--- config.mk ---
export PLATFORM = sky130hd
export DESIGN_NAME = seg7_scroll_display_flat
export DESIGN_NICKNAME = d
export VERILOG_FILES = /design/src/rtl/seg7_scroll_display_if.sv /design/src/rtl/seg7_scroll_display.sv /design/src/flat_wrapper.sv
export SDC_FILE = /design/constraint.sdc
export NUM_CORES = 1
export LEC_CHECK = 0
export BUFFER_PORTS_ARGS = -buffer_cell sky130_fd_sc_hd__clkbuf_2
export CORE_MARGIN = 8
export CORE_UTILIZATION = 53
export CTS_BUF_LIST = sky130_fd_sc_hd__clkbuf_8
export CTS_CLUSTER_DIAMETER = 30
export DETAILED_ROUTE_END_ITERATION = 10
export PLACE_DENSITY_LB_ADDON = 0.1
export SLEW_MARGIN = 20
export SYNTH_ARGS = -nofsm -noshare
export SYNTH_HDL_FRONTEND = slang
export SYNTH_SLANG_ARGS = --single-unit
--- constraint.sdc ---
create_clock -name clk -period 2.45 [get_ports clk]
set_input_delay 0.1225 -clock clk [delete_from_list [all_inputs] [get_ports clk]]
set_output_delay 0.1225 -clock clk [all_outputs]
set_load 0.01 [all_outputs]
--- src/rtl/seg7_scroll_display_if.sv ---
// rtl/seg7_scroll_display_if.sv - digit stream input and display drive bundle for seg7_scroll_display
interface seg7_scroll_display_if;
    logic [3:0]  digit_in;
    logic        digit_valid;
    logic        hold;
    logic [6:0]  seg;
    logic        dp;
    logic [3:0]  an;
    logic [15:0] digits;
    logic [7:0]  digit_count;

    modport master (
        output digit_in, digit_valid, hold,
        input  seg, dp, an, digits, digit_count
    );

    modport slave (
        input  digit_in, digit_valid, hold,
        output seg, dp, an, digits, digit_count
    );
endinterface

--- src/rtl/seg7_scroll_display.sv ---
// rtl/seg7_scroll_display.sv - right-to-left scrolling 4-digit multiplexed seven-segment driver
module seg7_scroll_display #(
    parameter int REFRESH_DIV = 50000,
    parameter bit ACTIVE_LOW  = 1'b1
) (
    input logic                  clk,
    input logic                  rst,
    seg7_scroll_display_if.slave bus
);
    localparam int       CW      = (REFRESH_DIV > 2) ? $clog2(REFRESH_DIV) : 1;
    localparam logic [6:0] SEG_INV = {7{ACTIVE_LOW}};
    localparam logic [3:0] AN_INV  = {4{ACTIVE_LOW}};

    logic [15:0]   scroll_q, scroll_d;
    logic [7:0]    count_q, count_d;
    logic [CW-1:0] refresh_q, refresh_d;
    logic [1:0]    idx_q, idx_d;
    logic [6:0]    seg_q, seg_d;
    logic [3:0]    an_q, an_d;
    logic          dp_q, dp_d;

    function automatic logic [6:0] decode(input logic [3:0] code);
        case (code)
            4'h0:    decode = 7'h3F;
            4'h1:    decode = 7'h06;
            4'h2:    decode = 7'h5B;
            4'h3:    decode = 7'h4F;
            4'h4:    decode = 7'h66;
            4'h5:    decode = 7'h6D;
            4'h6:    decode = 7'h7D;
            4'h7:    decode = 7'h07;
            4'h8:    decode = 7'h7F;
            4'h9:    decode = 7'h6F;
            4'hA:    decode = 7'h77;
            4'hB:    decode = 7'h7C;
            4'hC:    decode = 7'h39;
            4'hD:    decode = 7'h5E;
            4'hE:    decode = 7'h79;
            default: decode = 7'h00;
        endcase
    endfunction

    always_comb begin
        scroll_d  = scroll_q;
        count_d   = count_q;
        refresh_d = refresh_q + CW'(1);
        idx_d     = idx_q;

        if (bus.digit_valid && !bus.hold) begin
            scroll_d = {scroll_q[11:0], bus.digit_in};
            if (count_q != 8'hFF) count_d = count_q + 8'd1;
        end

        if (refresh_q == CW'(REFRESH_DIV - 1)) begin
            refresh_d = '0;
            idx_d     = idx_q + 2'd1;
        end

        // an and seg come from the same idx_q so both switch on one edge
        seg_d = SEG_INV ^ decode(scroll_q[{idx_q, 2'b00} +: 4]);
        an_d  = AN_INV ^ (4'b0001 << idx_q);
        dp_d  = ACTIVE_LOW;
    end

    always_ff @(posedge clk) begin
        if (rst) begin
            scroll_q  <= 16'hFFFF;
            count_q   <= 8'h00;
            refresh_q <= '0;
            idx_q     <= 2'd0;
            seg_q     <= SEG_INV;
            an_q      <= AN_INV;
            dp_q      <= ACTIVE_LOW;
        end else begin
            scroll_q  <= scroll_d;
            count_q   <= count_d;
            refresh_q <= refresh_d;
            idx_q     <= idx_d;
            seg_q     <= seg_d;
            an_q      <= an_d;
            dp_q      <= dp_d;
        end
    end

    assign bus.seg         = seg_q;
    assign bus.dp          = dp_q;
    assign bus.an          = an_q;
    assign bus.digits      = scroll_q;
    assign bus.digit_count = count_q;
endmodule

--- src/flat_wrapper.sv ---
// flat-port wrapper written by rule: the top's interface ports become plain ports
module seg7_scroll_display_flat 
#(
    parameter int REFRESH_DIV = 50000,
    parameter bit ACTIVE_LOW  = 1'b1
)
  (clk, rst, bus_digit_in, bus_digit_valid, bus_hold, bus_seg, bus_dp, bus_an, bus_digits, bus_digit_count);
  seg7_scroll_display_if bus_i ();
  input logic clk;
  input logic rst;
  input wire logic [$bits(bus_i.digit_in)-1:0] bus_digit_in;
  input wire logic [$bits(bus_i.digit_valid)-1:0] bus_digit_valid;
  input wire logic [$bits(bus_i.hold)-1:0] bus_hold;
  output wire logic [$bits(bus_i.seg)-1:0] bus_seg;
  output wire logic [$bits(bus_i.dp)-1:0] bus_dp;
  output wire logic [$bits(bus_i.an)-1:0] bus_an;
  output wire logic [$bits(bus_i.digits)-1:0] bus_digits;
  output wire logic [$bits(bus_i.digit_count)-1:0] bus_digit_count;
  assign bus_i.digit_in = bus_digit_in;
  assign bus_i.digit_valid = bus_digit_valid;
  assign bus_i.hold = bus_hold;
  assign bus_seg = bus_i.seg;
  assign bus_dp = bus_i.dp;
  assign bus_an = bus_i.an;
  assign bus_digits = bus_i.digits;
  assign bus_digit_count = bus_i.digit_count;
  seg7_scroll_display #(.REFRESH_DIV(REFRESH_DIV), .ACTIVE_LOW(ACTIVE_LOW)) u_core (.clk(clk), .rst(rst), .bus(bus_i));
endmodule
==> flow_summary_export.csv, run 1 <==
group,metric,value,unit
logic_synthesis,netlist_instances,242,
floorplan,io_pins,44,
logic_synthesis,yosys-top-cells-count,"53 x dfxtp_1, 30 x nand2_1, 24 x nor2_1, 21 x mux2i_1, 14 x xor2_1",
logic_synthesis,ys_warn_count,0,
hold_path,hold_depth,3,
final_layout,diodes,0,
outcome,status,"complete, no violations",
logic_synthesis,netlist_top_cells_area,"dfxtp_1 45%, mux2i_1 8.9%, ha_1 6.4%",
logic_synthesis,mappedNetlistArea,0.00236,sq mm
setup_path,startpoint_type,"flop",
setup_path,slowest_stage,"mux4_1",
setup_path,worst-path-stages,5,
logic_synthesis,ys_async_sr_fraction,0,
route,drt_iter0_drc,80,
clocking,cts_made_buffers,5,
floorplan,start_util,0.546,
setup_path,cp_top_family,"multiplexers",
grt,met1_usage,0.192,
hold_path,min_path_type,"input pin to flop",
power,report.power.total,1.51,mW
floorplan,dieArea,0.00685,sq mm
sta,fin_skew,3.48,ps
clocking,cts_tree,"yes",
logic_synthesis,synth_enable_flop_cells,0,
sta,max_freq,0.491,GHz
clocking,ctsResizeCount,0,
clocking,root_buffer,"clkbuf_8",
route,drc_errors,0,
floorplan,die_height,82.8,um
clocking,clk_pin_slew,90,ps
logic_synthesis,syn_avg_cell_area,9.76,sq um
sta,rsz0062_at_grt,"false",
job,maxCapViolations,0,
clocking,htree_levels,2,
sta,fin_crit,2040,ps
sta,maxSlewViolCount,0,
logic_synthesis,yosys.area.top_type_share,0.449,
grt,grt_overflow,0,
final_layout,fillers,369,
clocking,worstSkewPairLatency,300,ps
route,detail_route.wl_per_cell,14.2,um
sta,hold_viol_final,0,
logic_synthesis,synth_nets,262,
floorplan,placementRows,24,
setup_path,end_kind,"flop",
logic_synthesis,synth_top_area_cell,"dfxtp_1",
power,power_leakage,1.15,nW
sta,fin_crit_sh,0.831,
route,routed_via_density,5.45,
power,cellPowerDensity,567,mW/mm^2
clocking,cts_setup_buffers,0,
place,hpwlAfterDp,3410,um
route,vias,1810,
final_layout,drive_above_1_share,0.200,
setup_path,worstPathMaxFanout,7,
logic_synthesis,yosysMostFrequentCell,"dfxtp_1",
final_layout,layout.cells.non_filler,332,
floorplan,die_w,82.8,um
setup_path,reg2reg_depth,5,
floorplan,core_area,0.00432,sq mm
place,globalplace.congestion,0.837,
setup_path,critPathMaxStageDelay,710,ps
logic_synthesis,synthFlopType,"dfxtp_1",
route,wl,4710,um
sta,finalSetupTns,0,ps
final_layout,syn_to_final_growth,12.9,%
logic_synthesis,ys_seq_area_frac,0.449,
logic_synthesis,synthDistinctLibCells,40,
grt,busiest_layer,"met2",
grt,grtUsageMet2,0.238,
setup_path,required,2680,ps
sta,worst_pin_slew,516,ps
grt,grt_pass1_vias,1776,
place,io_buffer_count,42,
route,final_antenna_net_count,0,
setup_path,crit_arrival,2270,ps
setup_path,timing_worst_setup_path_type,"flop to flop",
sta,worst_slew_margin_rel,0.655,
logic_synthesis,ys_ff_latch,53,
power,max-vdd-ir-drop,0.000365,V
setup_path,path_cells,"mux4_1, inv_1, ha_1, o211a_1, a31oi_1",
final_layout,fin_nets,300,
grt,gr-usage-all-layers,0.151,
clocking,clk_path_buf_depth,2,
setup_path,critPathBufInv,1,
clocking,clkSinkCount,53,
grt,grtUsageMet3,0.0433,
place,dpl.cell_count,325,
grt,grt_max_degree,23,
route,firstDrtPassIters,4,
sta,setup_viol,0,
grt,antenna_found_initial,0,
clocking,cts.hold.buffers_added,0,
grt,grt_pass1_wl,8130,um
-- worst register-to-register path, cell delays in order (launching register included) --
cell and delay, ps:
dfxtp_1 490, mux4_1 710, inv_1 150, ha_1 270, o211a_1 230, a31oi_1 120
-- cell type report --
class / count / area [sq um] / area share
Clock inverter: 1 / 7.51 / 0.00282
Clock buffer: 6 / 82.6 / 0.0310
Sequential cell: 53 / 1060 / 0.398
Multi-Input combinational cell: 170 / 1200 / 0.451
Timing Repair Buffer: 44 / 225 / 0.0845
Inverter: 6 / 22.5 / 0.00845
Tap cell: 52 / 65.1 / 0.0244
-- power breakdown --
group | total (mW) | internal [mW] | leakage, nW | switching, mW
sequential | 0.896 | 0.882 | 0.431 | 0.0136
combinational | 0.124 | 0.0517 | 0.679 | 0.0719
clock | 0.493 | 0.224 | 0.0433 | 0.269
-- layer usage --
layer	share of wire	vias up
met5	0	-
met2	0.46	44
met4	0.010	0
met1	0.48	853
li1	-	907
met3	0.048	6
-- stage by stage --
stage / cell area, sq um / worst slack, ps / hold slack (ps) / util
floorplan: 2360 / 564 / 222 / -
global placement: 2580 / 471 / 335 / 0.596
detailed placement: 2580 / 420 / 344 / 0.596
CTS: 2670 / 409 / 24.6 / 0.617
global route: 2670 / 248 / 38.1 / 0.617
finish: 2670 / 414 / 29.8 / 0.617
-- worst paths after layout --
kind | start | to | slack [ps]
worst min-delay path | bus_digit_in[1] | u_core.bus.digits[1] | 30
worst min register to register | u_core.refresh_q[0] | u_core.refresh_q[0] | 470
worst max-delay path | u_core.idx_q[0] | u_core.bus.seg[3] | 410
worst max register to register | u_core.idx_q[0] | u_core.bus.seg[3] | 410
-- cell families (layout without fill, tap and decap cells) --
kind of cell | count (synthesis) | after routing | synth area share
and+or+nand+nor | 89 | 89 | 0.182
DFF | 53 | 53 | 0.449
AOI/OAI and AO/OA | 26 | 26 | 0.0689
muxes | 25 | 25 | 0.129
buffers and inverters | 19 | 57 | 0.0429
xor gates and xnor gates | 17 | 17 | 0.0630
adders and majority gates | 12 | 12 | 0.0636
other | 1 | 1 | 0.00159
-- cells in the final DEF, fill, tap and decap left out, types with 4 or more instances in the layout --
master	synthesis	routed
o21ai_0	5	5
and3_1	4	4
nor2_1	24	24
nand3_1	8	8
inv_1	6	6
dfxtp_1	53	53
xor2_1	14	14
nand4_1	7	7
clkbuf_8	0	6
a21oi_1	9	9
mux2i_1	21	21
ha_1	12	12
clkbuf_2	0	42
nand2_1	30	30
-- state kept, by name (all words and copies together) (netlist names) --
register,flops
u_core.refresh_q,16
u_core.bus.digit_count,8
u_core.bus.digits,16
u_core.idx_q,2
u_core.bus.seg,7
u_core.bus.an,4
(Power assumes the default switching activity.)
==> inputs of run 2 (changes only) <==
ABC_AREA = 1   (was unset)
clock period = 2.1 ns   (was 2.45 ns; I/O delays follow)
==> run 2 against run 1 <==
First-iteration DRC count grew 54%. Setup slack got worse by 100 ps. Fmax rose by 14%. Sequential power grew 21%. Synthesized area up 10%. Clock skew up 4.2 ps. Critical path depth grew 5. Register-to-register slack got worse by 100 ps. Largest cell class unchanged. Global-route usage increased by 0.46 points. Largest power group unchanged. Count of clock-buffer cells in the layout unchanged. Non-clock buffer count is 1 higher. Final area is 10% higher.
==> flow_summary_export.csv, run 2 <==
group,metric,value,unit
logic_synthesis,ys_async_sr_fraction,0,
place,globalplace.congestion,0.808,
route,final_antenna_net_count,0,
power,power_frac_clock,0.304,
sta,fin_crit,1790,ps
sta,hold_viol_final,0,
floorplan,placementRows,25,
setup_path,critPathBufInv,2,
sta,setup_viol,0,
logic_synthesis,ys_seq_area_frac,0.408,
final_layout,drive_above_1_share,0.178,
setup_path,slowest_stage,"dfxtp_1",
power,p_switching,477,uW
grt,grt_pass1_wl,9640,um
setup_path,reg2reg_depth,10,
clocking,htree_levels,2,
place,io_buffer_count,42,
grt,grt_max_degree,21,
route,vias,2307,
floorplan,start_util,0.550,
clocking,cts_made_buffers,5,
clocking,clk_path_buf_depth,2,
sta,fin_skew,7.72,ps
power,report.power.total,1.86,mW
logic_synthesis,ys_warn_count,0,
grt,gr-usage-all-layers,0.156,
final_layout,final_common_cell,"nand2_1",
logic_synthesis,netlist_top_cells_area,"dfxtp_1 41%, nand2_1 16%, nand3_1 7.7%",
sta,maxSlewViolCount,0,
setup_path,worstSetupEndpoint,"u_core.bus.seg[3]",
clocking,cts.hold.buffers_added,0,
clocking,worstSkewPairLatency,300,ps
logic_synthesis,mappedNetlistArea,0.00260,sq mm
setup_path,rr_endpoint,"u_core.bus.seg[3]",
clocking,clk_pin_slew,90,ps
setup_path,end_kind,"flop",
setup_path,cp-startpoint,"u_core.idx_q[0]",
setup_path,worstPathMaxFanout,10,
setup_path,critPathMaxStageDelay,470,ps
logic_synthesis,ys_ff_latch,53,
logic_synthesis,yosysMostFrequentCell,"nand2_1",
sta,rsz0062_at_grt,"false",
setup_path,rrSetupSlack,310,ps
setup_path,cp_common_cell,"nand2_1",
power,power_switching_share,0.256,
floorplan,io_pins,44,
sta,worst_slew_margin_rel,0.645,
logic_synthesis,synth_top_area_cell,"dfxtp_1",
route,firstDrtPassIters,4,
power,seq_power_share,0.577,
route,wl,5480,um
logic_synthesis,syn_avg_cell_area,7.18,sq um
floorplan,die_height,86.0,um
sta,finalSetupTns,0,ps
logic_synthesis,synth_nets,382,
logic_synthesis,yosys-top-cells-count,"111 x nand2_1, 53 x dfxtp_1, 40 x nand3_1, 39 x nor2_1, 28 x inv_1",
place,hpwlAfterDp,4120,um
grt,antenna_found_initial,0,
floorplan,die_w,86.0,um
hold_path,min-delay-start,"bus_digit_in[1]",
logic_synthesis,synthDistinctLibCells,28,
setup_path,startpoint_type,"flop",
power,power_leakage,1.33,nW
final_layout,final_cell_mix,"111 x nand2_1, 53 x dfxtp_1, 42 x clkbuf_2",
final_layout,seq_area,0.00106,sq mm
setup_path,required,2280,ps
setup_path,crit_arrival,1970,ps
logic_synthesis,synth_enable_flop_cells,0,
power,power.internal,1.39,mW
grt,grt_overflow,0,
sta,worst_pin_slew,532,ps
floorplan,core_area,0.00472,sq mm
route,routed_via_density,4.90,
clocking,cts_setup_buffers,0,
outcome,status,"complete, no violations",
logic_synthesis,yosys.area.top_type_share,0.408,
setup_path,r2r_start,"u_core.idx_q[0]",
power,max-vdd-ir-drop,0.000317,V
grt,grt_pass1_vias,2163,
route,drc_errors,0,
sta,max_freq,0.559,GHz
setup_path,cp_top_family,"simple AND/OR/NAND/NOR gates",
setup_path,path_cells,"inv_2, nand2_1, nand3_1, nand2_1, inv_1, ha_1, nand3_1, nand3_1, nand2_1, nand2_1",
sta,fin_crit_sh,0.851,
hold_path,min_path_type,"input pin to flop",
power,cellPowerDensity,635,mW/mm^2
final_layout,diodes,0,
final_layout,fin_nets,424,
hold_path,hold_depth,3,
clocking,ctsResizeCount,0,
clocking,cts_tree,"yes",
final_layout,syn_to_final_growth,13.0,%
setup_path,worst-path-stages,10,
clocking,clkSinkCount,53,
final_layout,multiInputGateArea,0.00135,sq mm
route,detail_route.wl_per_cell,11.6,um
clocking,root_buffer,"clkbuf_8",
logic_synthesis,netlist_instances,362,
final_layout,fillers,456,
job,maxCapViolations,0,
floorplan,dieArea,0.00740,sq mm
logic_synthesis,synthFlopType,"dfxtp_1",
setup_path,timing_worst_setup_path_type,"flop to flop",
power,pwr-share-comb,0.119,
route,drt_iter0_drc,123,
-- run 2: cell types whose count changed in the layout (fill, tap and decap cells not counted), moves of 6 or more --
cell	previous run	this run
mux2i_1	21	0
o211ai_1	2	8
nand3_1	8	40
nor2_1	24	39
nand2_1	30	111
xor2_1	14	5
inv_1	6	29
nor3_1	1	7
-- run 2: area by class of cell --
class	instances	share of cell area
Clock inverter	1	0.00128
Inverter	33	0.0422
Timing Repair Buffer	45	0.0792
Clock buffer	6	0.0281
Tap cell	67	0.0285
Sequential cell	53	0.361
Multi-Input combinational cell	266	0.460
-- run 2: cells by family (layout without fill, tap and decap cells) --
family | after synthesis | in the layout | synth area share
other | 1 | 1 | 0.00144
AND/OR/NAND/NOR | 220 | 220 | 0.378
XOR/XNOR | 7 | 7 | 0.0236
adder cells (fa/ha/maj) | 12 | 12 | 0.0578
AO/OA/AOI/OAI | 26 | 26 | 0.0587
flip-flops | 53 | 53 | 0.408
buffers and inverters | 43 | 85 | 0.0722
-- run 2: through the flow --
step,cell area [sq um],hold slack [ps],cells,setup WS (ps),utilization
3_5_place_dp,2850,322,464,363,0.604
6_report,2940,7.43,471,313,0.622
5_1_grt,2940,12.8,471,105,0.622
4_1_cts,2940,3.42,471,314,0.622
2_1_floorplan,2600,174,362,571,-
3_3_place_gp,2850,317,464,420,0.604
-- run 2: worst min path at each step --
stage                     slack (ps)                        end
after global routing              10       u_core.bus.digits[3]
after CTS                          3       u_core.bus.digits[3]
final                              7       u_core.bus.digits[1]
after global placement           320       u_core.bus.digits[1]
after floorplan                  170  u_core.bus.digit_count[4]
after detailed placement         320       u_core.bus.digits[3]
-- run 2: worst register-to-register path: stages (launching register included) --
cell	delay [ps]
dfxtp_1	470
inv_2	150
nand2_1	90
nand3_1	60
nand2_1	200
inv_1	130
ha_1	220
nand3_1	150
nand3_1	90
nand2_1	70
nand2_1	40
-- run 2: layer usage --
layer | vias up | GRT usage | wire length (um)
met5 | - | 0 | 0
met4 | 0 | 0.0382 | 60
met3 | 6 | 0.0392 | 330
met2 | 52 | 0.245 | 2330
met1 | 1013 | 0.206 | 2760
li1 | 1236 | - | -
-- run 2: power by group through the flow --
stage / registers (mW) / logic (mW) / clock network (mW)
finish: 1.08 / 0.222 / 0.566
global route: 1.08 / 0.258 / 0.619
CTS: 1.08 / 0.225 / 0.583
detailed placement: 1.10 / 0.223 / 0
global placement: 1.10 / 0.221 / 0
floorplan: 1.11 / 0.135 / 0
